File: src/rtl/maint_req_arbiter.sv
// maint_req_arbiter
//   Arbitrates three maintenance requesters (auto-refresh, ZQ calibration,
//   periodic read) onto a single maintenance handler. Fixed priority
//   aref > zq > prrd, with per-requester age counters: a request that has
//   waited AGE_LIMIT cycles becomes urgent, wins over non-urgent requests
//   and overrides app_busy_i.
//
//   Optional feature: define MAINT_ARB_STATS_EN to build 16-bit per-requester
//   grant counters. Without it the stat_*_o outputs are tied to zero.
//
// Ports
//   clk            clock, rising edge
//   rst            synchronous active-high reset
//   aref_req_i     auto-refresh request (level, held until aref_ack_o)
//   zq_req_i       ZQ calibration request (level, held until zq_ack_o)
//   prrd_req_i     periodic-read request (level, held until prrd_ack_o)
//   app_busy_i     dispatcher busy with app sequence; defers non-urgent grants
//   grant_valid_o  grant offered to the maintenance handler
//   grant_id_o     granted requester: 0=aref 1=zq 2=prrd (0 when not valid)
//   grant_ack_i    handler accepted the grant (one-cycle pulse)
//   aref_ack_o     one-cycle completion pulse to aref requester
//   zq_ack_o       one-cycle completion pulse to zq requester
//   prrd_ack_o     one-cycle completion pulse to prrd requester
//   urgent_o       some pending request has reached AGE_LIMIT
//   stat_aref_o    aref grant counter
//   stat_zq_o      zq grant counter
//   stat_prrd_o    prrd grant counter
module maint_req_arbiter #(
  parameter int unsigned AGE_WIDTH = 8,
  parameter int unsigned AGE_LIMIT = 200
) (
  input  logic        clk,
  input  logic        rst,
  input  logic        aref_req_i,
  input  logic        zq_req_i,
  input  logic        prrd_req_i,
  input  logic        app_busy_i,
  output logic        grant_valid_o,
  output logic [1:0]  grant_id_o,
  input  logic        grant_ack_i,
  output logic        aref_ack_o,
  output logic        zq_ack_o,
  output logic        prrd_ack_o,
  output logic        urgent_o,
  output logic [15:0] stat_aref_o,
  output logic [15:0] stat_zq_o,
  output logic [15:0] stat_prrd_o
);

  typedef enum logic [1:0] {
    StIdle,
    StGrant,
    StAck
  } state_e;

  localparam logic [AGE_WIDTH-1:0] AgeLimit = AGE_WIDTH'(AGE_LIMIT);

  state_e         state_q, state_d;
  // Requester id held through GRANT and ACK; grant_id_o itself drops to 0 in ACK.
  logic [1:0]     sel_q, sel_d;
  logic           grant_valid_q, grant_valid_d;
  logic [1:0]     grant_id_q, grant_id_d;
  logic [2:0]     ack_q, ack_d;
  logic           urgent_q, urgent_d;
  logic [AGE_WIDTH-1:0] age_q [3];
  logic [AGE_WIDTH-1:0] age_d [3];

  logic [2:0] req;
  logic [2:0] sel_onehot;
  logic [2:0] in_ack;
  logic [2:0] owned;
  logic [2:0] pending;
  logic [2:0] urgent_vec;
  logic [2:0] cand;
  logic [1:0] pick;

  assign req        = {prrd_req_i, zq_req_i, aref_req_i};
  assign sel_onehot = 3'b001 << sel_q;
  assign in_ack     = (state_q == StAck) ? sel_onehot : 3'b000;
  // A requester owns the arbiter from the cycle its grant is offered until its ack.
  assign owned      = (state_q != StIdle) ? sel_onehot : 3'b000;
  assign pending    = req & ~in_ack;

  always_comb begin
    for (int i = 0; i < 3; i++) begin
      urgent_vec[i] = pending[i] && (age_q[i] == AgeLimit);
    end
  end

  // Urgent requesters are arbitrated first; otherwise all pending ones.
  assign cand = (|urgent_vec) ? urgent_vec : pending;

  always_comb begin
    pick = 2'd0;
    if (cand[0]) begin
      pick = 2'd0;
    end else if (cand[1]) begin
      pick = 2'd1;
    end else if (cand[2]) begin
      pick = 2'd2;
    end
  end

  // Age counters: clear when idle-requested or owned, otherwise saturate at the limit.
  always_comb begin
    urgent_d = 1'b0;
    for (int i = 0; i < 3; i++) begin
      if (!req[i] || owned[i]) begin
        age_d[i] = '0;
      end else if (age_q[i] == AgeLimit) begin
        age_d[i] = age_q[i];
      end else begin
        age_d[i] = age_q[i] + 1'b1;
      end
      if (age_d[i] == AgeLimit) begin
        urgent_d = 1'b1;
      end
    end
  end

  always_comb begin
    state_d       = state_q;
    sel_d         = sel_q;
    grant_valid_d = grant_valid_q;
    grant_id_d    = grant_id_q;
    ack_d         = 3'b000;
    unique case (state_q)
      StIdle: begin
        if ((|pending) && (!app_busy_i || urgent_q)) begin
          state_d       = StGrant;
          sel_d         = pick;
          grant_valid_d = 1'b1;
          grant_id_d    = pick;
        end
      end
      StGrant: begin
        if (grant_ack_i) begin
          state_d       = StAck;
          grant_valid_d = 1'b0;
          grant_id_d    = 2'd0;
          ack_d         = sel_onehot;
        end
      end
      StAck: begin
        state_d = StIdle;
      end
      default: begin
        state_d       = StIdle;
        grant_valid_d = 1'b0;
        grant_id_d    = 2'd0;
      end
    endcase
  end

  always_ff @(posedge clk) begin
    if (rst) begin
      state_q       <= StIdle;
      sel_q         <= 2'd0;
      grant_valid_q <= 1'b0;
      grant_id_q    <= 2'd0;
      ack_q         <= 3'b000;
      urgent_q      <= 1'b0;
      for (int i = 0; i < 3; i++) begin
        age_q[i] <= '0;
      end
    end else begin
      state_q       <= state_d;
      sel_q         <= sel_d;
      grant_valid_q <= grant_valid_d;
      grant_id_q    <= grant_id_d;
      ack_q         <= ack_d;
      urgent_q      <= urgent_d;
      for (int i = 0; i < 3; i++) begin
        age_q[i] <= age_d[i];
      end
    end
  end

  assign grant_valid_o = grant_valid_q;
  assign grant_id_o    = grant_id_q;
  assign aref_ack_o    = ack_q[0];
  assign zq_ack_o      = ack_q[1];
  assign prrd_ack_o    = ack_q[2];
  assign urgent_o      = urgent_q;

`ifdef MAINT_ARB_STATS_EN
  logic [15:0] stat_q [3];

  // Counts land in the same cycle the ack pulse is visible.
  always_ff @(posedge clk) begin
    if (rst) begin
      for (int i = 0; i < 3; i++) begin
        stat_q[i] <= 16'd0;
      end
    end else begin
      for (int i = 0; i < 3; i++) begin
        if (ack_d[i]) begin
          stat_q[i] <= stat_q[i] + 16'd1;
        end
      end
    end
  end

  assign stat_aref_o = stat_q[0];
  assign stat_zq_o   = stat_q[1];
  assign stat_prrd_o = stat_q[2];
`else
  assign stat_aref_o = 16'd0;
  assign stat_zq_o   = 16'd0;
  assign stat_prrd_o = 16'd0;
`endif

endmodule

File: config.mk
export PLATFORM = sky130hd
export DESIGN_NAME = maint_req_arbiter
export DESIGN_NICKNAME = d
export VERILOG_FILES = /design/src/rtl/maint_req_arbiter.sv
export SDC_FILE = /design/constraint.sdc
export NUM_CORES = 1
export LEC_CHECK = 0
export CORE_MARGIN = 2
export CORE_UTILIZATION = 25
export DETAILED_ROUTE_END_ITERATION = 8
export PLACE_DENSITY_LB_ADDON = 0.08
export SETUP_SLACK_MARGIN = 0.02
export SYNTH_ARGS = -nofsm -noshare
export SYNTH_HDL_FRONTEND = slang
export SYNTH_SLANG_ARGS = --single-unit
export TNS_END_PERCENT = 10
File: constraint.sdc
create_clock -name clk -period 2.4 [get_ports clk]
set_input_delay 0.24 -clock clk [delete_from_list [all_inputs] [get_ports clk]]
set_output_delay 0.24 -clock clk [all_outputs]
set_load 0.1 [all_outputs]
# --- Word-level counts from Yosys, hierarchy flattened ---
# Memories as Yosys holds them, arrays and structs flattened.
# Index checks and enable logic that the tools add are counted.
totals:
  ram_bits: 24
  mem_count: 1
  elab_cells: 79
  romBits: 0
  latchBits: 0
  out_inout_bits: 55
  regBits: 11
memory_table:
  columns: ["name", "words", "word_bits", "rd", "rd_clocked_by_memory_dff", "wr", "line", "text"]
  rows:
  - ["age_q", 3, 8, 3, 0, 3, "65", "logic [AGE_WIDTH-1:0] age_q [3];"]
classes:
  shift: 1
  n_reduce_logical: 20
  n_eq_ne: 10
  magnitude_cmp: 0
  n_bitwise: 8
  n_div: 0
  multipliers: 0
  add_sub_neg: 3
  n_mux: 30
op_table:
  columns: ["cell", "n"]
  rows:
  - ["two-way mux 8 bit", 9]
  - ["equality test 8 bit (second input constant)", 6]
  - ["adder 8 x 1 -> 8 bit (second input constant)", 3]
  - ["two-way mux 2 bit", 7]
  - ["two-way mux 3 bit", 3]
  - ["OR reduction 3 bit", 3]
  - ["two-way mux 1 bit", 8]
  - ["case mux 2 bit (3 select lines)", 1]
  - ["logical AND 1 bit", 4]
  - ["zero test 1 bit", 4]
  - ["logical OR 1 bit", 4]
  - ["inequality test 2 bit (second input constant)", 2]
  - ["case mux 2 bit (2 select lines)", 1]
  - ["AND reduction 2 bit", 2]
  - ["AND 3 bit", 1]
  - ["NOT 1 bit", 3]
  - ["NOT 3 bit", 1]
  - ["OR 1 bit", 3]
  - ["case mux 1 bit (3 select lines)", 1]
  - ["AND reduction 3 bit", 1]
  - ["left shift 1 x 2 -> 3 bit (first input constant)", 1]
  - ["equality test 2 x 1 -> 1 bit (second input constant)", 1]
  - ["equality test 2 bit (second input constant)", 1]
  - ["zero test 2 bit", 1]
  - ["nonzero test 2 bit", 1]

# --- Longest topological paths before layout ---
# Gate-level depths: netlist of the first run.
logic_depth:
  depth_word: 12
  depth_mapped: 7
  mapped_depth_nobuf: 7

# --- Least setup slack after synthesis of the first run ---
# OpenSTA, ideal clock, no wires.
synth_timing:
  kind: "reg2reg"
  startpoint: "register urgent_q, in the netlist urgent_o"
  endpoint: "register grant_id_q[0], in the netlist grant_id_o[0]"
  setup_time_ps: 125
  stages_incl_launch_ff: 6
  t_required_ps: 2275
  period_less_slack_ps: 1932
  arrival_ps: 1807
  slack_ps: 468
  path_cell_list: "dfxtp_1 -> nor2b_1 -> a2111o_1 -> and2_1 -> nand2_1 -> a21oi_1"
synth_between:
  elab_chain_len: 4
synth_lines:
  columns: ["item", "line", "text"]
  rows:
  - ["start, declared", "64", "logic urgent_q, urgent_d;"]
  - ["start signal, assigned", "172", "urgent_q <= urgent_d;"]
  - ["logical OR 1 bit", "129", "if ((|pending) && (!app_busy_i || urgent_q)) begin"]
  - ["logical AND 1 bit", "129", null]
  - ["inequality test 2 bit (no line)", null, null]
  - ["AND reduction 3 bit (no line)", null, null]
  - ["end signal, assigned", "170", "grant_id_q <= grant_id_d;"]
  - ["end, declared", "62", "logic [1:0] grant_id_q, grant_id_d;"]
# Every way passes these cells.
# A chain may end at the register's enable or synchronous reset.

==> run_summary.xml, run 1 <==
<?xml version="1.0" encoding="UTF-8"?>
<metrics>
  <group name="power_and_ir_drop">
    <metric name="comb_power_share" unit="">0.299</metric>
    <metric name="clockPowerShare" unit="">0.289</metric>
    <metric name="peakVddDrop" unit="V">0.0002014</metric>
    <metric name="leakage" unit="uW">0.0008553</metric>
    <metric name="cellInternalPower" unit="uW">837.2</metric>
    <metric name="power.switching_fraction" unit="">0.4315</metric>
    <metric name="total_switching_power" unit="uW">635.4</metric>
    <metric name="seq_power_share" unit="">0.412</metric>
    <metric name="power_density_normalized_to_cell_area" unit="mW/mm2">628.4</metric>
  </group>
  <group name="global_route">
    <metric name="grt_first_pass_wirelength" unit="um">7107</metric>
    <metric name="grt_util_met1" unit="">0.1115</metric>
    <metric name="grt.met2_usage" unit="">0.1512</metric>
    <metric name="antenna_found_initial" unit="">0</metric>
    <metric name="number_of_global_route_vias_before_repair" unit="">1478</metric>
    <metric name="global_route.overflow_total" unit="">0</metric>
    <metric name="grt.busiest_layer" unit="">met2</metric>
    <metric name="globalRouteMet3Util" unit="">0.02649</metric>
    <metric name="grt_max_degree" unit="">12</metric>
    <metric name="grt_usage" unit="">0.09072</metric>
  </group>
  <group name="clock_network">
    <metric name="tritoncts" unit="">built</metric>
    <metric name="clk_pin_slew_worst_paths" unit="ps">80</metric>
    <metric name="cts_resized" unit="">0</metric>
    <metric name="cts.sinks" unit="">35</metric>
    <metric name="holdBufCountCts" unit="">0</metric>
    <metric name="cts.root.buffer_cell" unit="">clkbuf_8</metric>
    <metric name="cts_max_level" unit="">2</metric>
    <metric name="cts.repair_timing.setup_buffer_count" unit="">0</metric>
    <metric name="cts_made_buffers" unit="">5</metric>
    <metric name="insertion_delay" unit="ps">290</metric>
    <metric name="clockBufferDepth" unit="">2</metric>
  </group>
  <group name="worst_setup_path">
    <metric name="crit_slowest_cell" unit="">nor4_2</metric>
    <metric name="worstPathCellList" unit="">inv_1, ha_1, nand3b_4, nor4_2, a41oi_1, o211ai_1, a21oi_1</metric>
    <metric name="critical_path.max_stage_delay" unit="ps">410</metric>
    <metric name="worstPathRequired" unit="ps">2570</metric>
    <metric name="critical_path_peak_fanout" unit="">8</metric>
    <metric name="worstPathArrival" unit="ps">2090</metric>
    <metric name="end_kind" unit="">flop</metric>
    <metric name="start_kind" unit="">flop</metric>
    <metric name="critical_path_class" unit="">reg -&gt; reg</metric>
  </group>
  <group name="timing">
    <metric name="least_margin_pin_slew" unit="ps">838.3</metric>
    <metric name="clock-skew-final" unit="ps">9.868</metric>
    <metric name="fin_crit" unit="ps">1924</metric>
    <metric name="grt_setup_unrepaired" unit="">no</metric>
    <metric name="slew_viol_final" unit="">0</metric>
    <metric name="finalHoldViolCount" unit="">0</metric>
    <metric name="timing.max_slew.rel_slack" unit="">0.4323</metric>
    <metric name="fmax" unit="MHz">519.9</metric>
    <metric name="hold_slack" unit="ps">459.4</metric>
    <metric name="timing.final.setup_violations" unit="">0</metric>
    <metric name="fin_crit_sh" unit="">0.8015</metric>
    <metric name="setup_tns" unit="ps">0</metric>
  </group>
  <group name="drt">
    <metric name="finalWirelength" unit="um">4285</metric>
    <metric name="drc" unit="">0</metric>
    <metric name="detail_route.wl_per_cell" unit="um">10.96</metric>
    <metric name="avgViaCountPerCell" unit="">4.166</metric>
    <metric name="routed-via-count" unit="">1629</metric>
    <metric name="drt_first_iter_violations" unit="">33</metric>
    <metric name="first_pass_iteration_count_of_the_detailed_router" unit="">4</metric>
    <metric name="drtAntennaViolNets" unit="">0</metric>
  </group>
  <group name="synth">
    <metric name="avgSynthCellArea" unit="um2">8.240</metric>
    <metric name="postSynthRegisterBits" unit="">35</metric>
    <metric name="post_syn_instances" unit="">268</metric>
    <metric name="synth-warning-count" unit="">0</metric>
    <metric name="synth_enable_flop_cells" unit="">0</metric>
    <metric name="synth_top_area_cell" unit="">dfxtp_1</metric>
    <metric name="synth-main-ff-cell" unit="">dfxtp_1</metric>
    <metric name="synth_seq_area_share" unit="">0.3173</metric>
    <metric name="synthesis.area" unit="mm2">0.002208</metric>
    <metric name="synthDistinctLibCells" unit="">47</metric>
    <metric name="synthDominantCellAreaShare" unit="">0.3173</metric>
    <metric name="ys_async_sr_fraction" unit="">0</metric>
    <metric name="ys_top_cells_by_area" unit="">dfxtp_1 (32%), buf_4 (16%), xnor2_1 (5.6%), nor2_1 (4.6%), a21oi_1 (3.4%)</metric>
  </group>
  <group name="floorplanning">
    <metric name="ios" unit="">62</metric>
    <metric name="die_h" unit="um">97.99</metric>
    <metric name="fp.dieArea" unit="mm2">0.009601</metric>
    <metric name="initial_utilization" unit="">0.2557</metric>
    <metric name="placeableCoreArea" unit="mm2">0.008636</metric>
    <metric name="placement_rows" unit="">34</metric>
    <metric name="floorplan.die.width" unit="um">97.99</metric>
  </group>
  <group name="layout">
    <metric name="nNetsFinal" unit="">295</metric>
    <metric name="ant_diodes" unit="">0</metric>
    <metric name="post-route-util" unit="">0.2714</metric>
    <metric name="final_layout_size_suffix_gt1_frac" unit="">0.09541</metric>
    <metric name="area_growth" unit="%">6.119</metric>
  </group>
  <group name="worst_hold_path">
    <metric name="hold_path_class" unit="">reg -&gt; reg</metric>
  </group>
  <group name="run_status">
    <metric name="run_status" unit="">completed</metric>
  </group>
  <group name="run">
    <metric name="maxcap_violations" unit="">0</metric>
  </group>
  <group name="place">
    <metric name="numPortBuffers" unit="">13</metric>
    <metric name="dp.final_hpwl" unit="um">3279</metric>
    <metric name="gp_routability_congestion" unit="">0.6901</metric>
  </group>
</metrics>
[Yosys cell counts, drive strengths merged (3+ instances only)]
cell,n
buf,53
dfxtp,35
nor2,27
a21oi,15
nand2,15
xnor2,14
inv,12
nand3,11
nor3,8
xor2,7
ha,6
nand2b,6
o21ai,6
or3,5
nand4,4
nor4,4
o211ai,4
clkbuf,3
nand3b,3
or2,3
[critical path, delay by kind of cell, from the launching register on]
family,cells,cell delay [ps]
AO/OA/AOI/OAI,3,630
AND/OR/NAND/NOR,2,500
buffers and inverters,1,90
adder cells (fa/ha/maj),1,190
flip-flops,1,400
[cell usage in the layout (no fill, tap or decap), types with 4 or more instances in the layout]
cell / count
buf_4: 10
xor2_1: 7
inv_1: 12
nand2b_1: 6
nand4_1: 4
ha_1: 6
conb_1: 48
nor2_1: 27
clkbuf_8: 5
o21ai_0: 6
nand3_1: 11
a21oi_1: 15
o211ai_1: 4
xnor2_1: 14
clkdlybuf4s50_1: 6
nand2_1: 15
nor3_1: 8
dfxtp_1: 35
or3_1: 4
[path summary, 6_finish.rpt]
check | start | endpoint | slack [ps] | cells after the start
setup / recovery | age_q[0][17] | grant_id_o[0] | 480 | 7
hold / removal | grant_valid_o | grant_valid_o | 460 | 2
setup reg to reg | age_q[0][17] | grant_id_o[0] | 480 | 7
hold reg to reg | grant_valid_o | grant_valid_o | 460 | 2
[per-layer routing]
metal	part of all wire	vias to the layer above	routed length, um
met4	0.0070	0	30
li1	-	843	-
met5	0	-	0
met3	0.048	2	206
met1	0.49	734	2084
met2	0.46	50	1962
[power groups by stage]
stage                     Clock [uW]  Sequential [uW]  Combinational (uW)
final                            426              606                 440
after floorplan                    0              642                 439
after detailed placement           0              620                 440
after CTS                        451              606                 440
after global placement             0              620                 442
after global routing             479              609                 455
[cell families (layout without fill, tap and decap cells)]
group           count (synthesis)  in the layout  synth area share
flops                          35             35            0.3173
simple gates                   95             95            0.2391
buf+inv                        68             36            0.2000
fa+ha+maj                       6              6           0.03399
compound gates                 41             41            0.1201
other cells                     1             48          0.001698
xor+xnor                       21             21           0.08329
mux                             1              1          0.004533
[flip-flops by register name (all words and copies together), names as in the netlist]
name / cells
ack_q: 3
sel_q: 2
grant_id_o: 2
urgent_o: 1
age_q: 24
grant_valid_o: 1
state_q: 2
[layout make-up]
| type | count | area, um2 |
|---|---|---|
| Clock buffer | 6 | 72.57 |
| Clock inverter | 2 | 12.51 |
| Fill cell | 942 | 6292 |
| Inverter | 12 | 45.04 |
| Multi-Input combinational cell | 212 | 1242 |
| Sequential cell | 35 | 700.7 |
| Tap cell | 108 | 135.1 |
| Timing Repair Buffer | 16 | 135.1 |
[through the flow]
stage	instance area (um2)	worst slack, ps	std cells	power [uW]
2_1_floorplan	2385	467.9	315	1081
3_3_place_gp	2258	462.6	383	1062
3_5_place_dp	2258	464.0	383	1060
4_1_cts	2344	448.1	391	1498
5_1_grt	2344	294.8	391	1543
6_report	2344	476.4	391	1473
No activity file was read; power rests on OpenSTA's default activity.
==> run 2, diff against run 1 <==
==> constraint.sdc (replaced) <==
create_clock -name clk -period 1.5 [get_ports clk]
set_input_delay 0.15 -clock clk [delete_from_list [all_inputs] [get_ports clk]]
set_output_delay 0.15 -clock clk [all_outputs]
set_load 0.1 [all_outputs]
==> run_summary.xml, run 2 (synthesized netlist as in run 1, its figures left out) <==
<?xml version="1.0" encoding="UTF-8"?>
<metrics>
  <group name="timing">
    <metric name="clock-skew-final" unit="ps">10.95</metric>
    <metric name="fin_crit_sh" unit="">1.081</metric>
    <metric name="fin_crit" unit="ps">1621</metric>
    <metric name="finalHoldViolCount" unit="">0</metric>
    <metric name="timing.final.setup_violations" unit="">5</metric>
    <metric name="timing.max_slew.rel_slack" unit="">0.6121</metric>
    <metric name="least_margin_pin_slew" unit="ps">572.8</metric>
    <metric name="slew_viol_final" unit="">0</metric>
    <metric name="final_critical_path_setup_slack" unit="ps">-121.2</metric>
    <metric name="grt_setup_unrepaired" unit="">yes</metric>
    <metric name="fmax" unit="MHz">616.8</metric>
  </group>
  <group name="power_and_ir_drop">
    <metric name="seq_power_share" unit="">0.389</metric>
    <metric name="total_switching_power" unit="uW">1030</metric>
    <metric name="clockPowerShare" unit="">0.289</metric>
    <metric name="comb_power_share" unit="">0.323</metric>
    <metric name="peakVddDrop" unit="V">0.0003755</metric>
    <metric name="leakage" unit="uW">0.001174</metric>
    <metric name="power_density_normalized_to_cell_area" unit="mW/mm2">847.5</metric>
    <metric name="power.switching_fraction" unit="">0.4148</metric>
    <metric name="cellInternalPower" unit="uW">1454</metric>
    <metric name="totalPowerFinal" unit="uW">2484</metric>
  </group>
  <group name="floorplanning">
    <metric name="initial_utilization" unit="">0.2557</metric>
    <metric name="die_h" unit="um">97.99</metric>
    <metric name="placement_rows" unit="">34</metric>
    <metric name="fp.dieArea" unit="mm2">0.009601</metric>
    <metric name="ios" unit="">62</metric>
    <metric name="placeableCoreArea" unit="mm2">0.008636</metric>
    <metric name="floorplan.die.width" unit="um">97.99</metric>
  </group>
  <group name="run_status">
    <metric name="failed_checks" unit="">negative setup slack</metric>
    <metric name="run_status" unit="">finished, violations left</metric>
  </group>
  <group name="layout">
    <metric name="fillers" unit="">924</metric>
    <metric name="top_regs" unit="">age_q (24), ack_q (3)</metric>
    <metric name="ant_diodes" unit="">0</metric>
    <metric name="final-instance-count-excl-fill" unit="">444</metric>
    <metric name="number_of_flip_flops_under_the_largest_register_name" unit="">24</metric>
    <metric name="top_register" unit="">age_q</metric>
    <metric name="area_growth" unit="%">32.75</metric>
    <metric name="nNetsFinal" unit="">348</metric>
    <metric name="finalInstanceArea" unit="mm2">0.002932</metric>
    <metric name="mostFrequentLayoutCell" unit="">buf_4</metric>
    <metric name="final_layout_size_suffix_gt1_frac" unit="">0.3125</metric>
    <metric name="most_frequent_cells_in_the_layout" unit="">buf_4 (54), conb_1 (48), nor2_1 (27), dfxtp_1 (25)</metric>
    <metric name="post-route-util" unit="">0.3395</metric>
  </group>
  <group name="clock_network">
    <metric name="cts.root.buffer_cell" unit="">clkbuf_8</metric>
    <metric name="cts.sinks" unit="">35</metric>
    <metric name="clk_pin_slew_worst_paths" unit="ps">80</metric>
    <metric name="cts_max_level" unit="">2</metric>
    <metric name="clockBufferDepth" unit="">2</metric>
    <metric name="tritoncts" unit="">built</metric>
    <metric name="cts.repair_timing.setup_buffer_count" unit="">0</metric>
    <metric name="holdBufCountCts" unit="">0</metric>
    <metric name="cts_made_buffers" unit="">5</metric>
    <metric name="insertion_delay" unit="ps">290</metric>
  </group>
  <group name="drt">
    <metric name="routed-via-count" unit="">1829</metric>
    <metric name="detail_route.wl_per_cell" unit="um">11.45</metric>
    <metric name="first_pass_iteration_count_of_the_detailed_router" unit="">4</metric>
    <metric name="drtAntennaViolNets" unit="">0</metric>
    <metric name="drc" unit="">0</metric>
    <metric name="drt_first_iter_violations" unit="">48</metric>
    <metric name="finalWirelength" unit="um">5085</metric>
    <metric name="avgViaCountPerCell" unit="">4.119</metric>
  </group>
  <group name="place">
    <metric name="placed_cell_area" unit="mm2">0.002776</metric>
    <metric name="post-place-cells" unit="">436</metric>
    <metric name="dp.final_hpwl" unit="um">4067</metric>
    <metric name="gp_routability_congestion" unit="">0.7698</metric>
    <metric name="numPortBuffers" unit="">13</metric>
  </group>
  <group name="worst_setup_path">
    <metric name="critical_path_peak_fanout" unit="">4</metric>
    <metric name="timing.critical_path.to" unit="">grant_id_o[1]</metric>
    <metric name="cp-startpoint" unit="">age_q[0][16]</metric>
    <metric name="worstPathArrival" unit="ps">1850</metric>
    <metric name="r2r.worst_path.cells" unit="">7</metric>
    <metric name="critical_path_class" unit="">reg -&gt; reg</metric>
    <metric name="r2r-start" unit="">age_q[0][16]</metric>
    <metric name="end_kind" unit="">flop</metric>
    <metric name="worstPathRequired" unit="ps">1720</metric>
    <metric name="setup.reg_to_reg.worst_slack" unit="ps">-120</metric>
    <metric name="start_kind" unit="">flop</metric>
    <metric name="critical_path.reg2reg.endpoint" unit="">grant_id_o[1]</metric>
  </group>
  <group name="run">
    <metric name="maxcap_violations" unit="">0</metric>
  </group>
  <group name="global_route">
    <metric name="grt_first_pass_wirelength" unit="um">8597</metric>
    <metric name="global_route.overflow_total" unit="">0</metric>
    <metric name="number_of_global_route_vias_before_repair" unit="">1754</metric>
    <metric name="antenna_found_initial" unit="">0</metric>
    <metric name="grt_usage" unit="">0.1115</metric>
    <metric name="grt_max_degree" unit="">12</metric>
  </group>
  <group name="worst_hold_path">
    <metric name="hold_path_class" unit="">reg -&gt; reg</metric>
  </group>
</metrics>
[run 2: cell count changes in the layout (fill, tap and decap cells not counted), moves of 5 or more]
| cell | previous run | this run |
|---|---|---|
| inv_2 | 0 | 5 |
| dfxtp_2 | 0 | 9 |
| dfxtp_1 | 35 | 25 |
| buf_12 | 0 | 7 |
| inv_1 | 12 | 7 |
| buf_4 | 10 | 54 |
[run 2: worst min-delay path by stage]
stage                  startpoint       endpoint  cells after the start
floorplan                     rst  grant_id_o[0]                      1
global placement     age_q[0][23]   age_q[0][23]                      2
detailed placement   age_q[0][23]   age_q[0][23]                      2
CTS                  age_q[0][23]   age_q[0][23]                      2
global route        grant_id_o[1]  grant_id_o[1]                      2
finish               age_q[0][23]   age_q[0][23]                      2
[run 2: final cells by class]
class	count	area (um2)	share of cell area
multi-input combinational	212	1316	0.4490
sequential	35	715.7	0.2441
timing repair buffer	69	628.1	0.2143
tap	108	135.1	0.04609
clock buffer	7	86.33	0.02945
inverter	12	45.04	0.01536
clock inverter	1	5.005	0.001707
[run 2: timing repair]
action	CTS	global route
pin swaps	0	3
gates resized for setup	5	12
setup endpoints to repair	12	17
[run 2: critical path: stages, from the launching register on]
cell,delay [ps]
dfxtp_2,330
inv_2,80
ha_4,140
nand3b_4,80
or4_4,470
o221ai_2,200
nand4_1,130
a21oi_1,140
[run 2: metal layers]
layer	share of wire	GRT usage
met1	0.47	0.1409
met2	0.47	0.1865
met3	0.040	0.02577
met4	0.013	0.03846
met5	0	0
[run 2: power by group through the flow]
stage	clock network (uW)	logic, uW	registers [uW]
finish	718	801	965
global route	807	836	968
CTS	757	801	965
detailed placement	0	789	987
global placement	0	795	986
floorplan	0	707	1030
[run 2: metrics by stage]
stage | worst slack [ps] | setup TNS (ps) | hold slack, ps
floorplan | -90.00 | -392.1 | 219.1
global placement | -101.9 | -593.7 | 475.0
detailed placement | -127.6 | -704.7 | 486.6
CTS | -113.8 | -499.6 | 496.9
global route | -229.1 | -1114 | 532.6
finish | -121.2 | -398.0 | 491.9
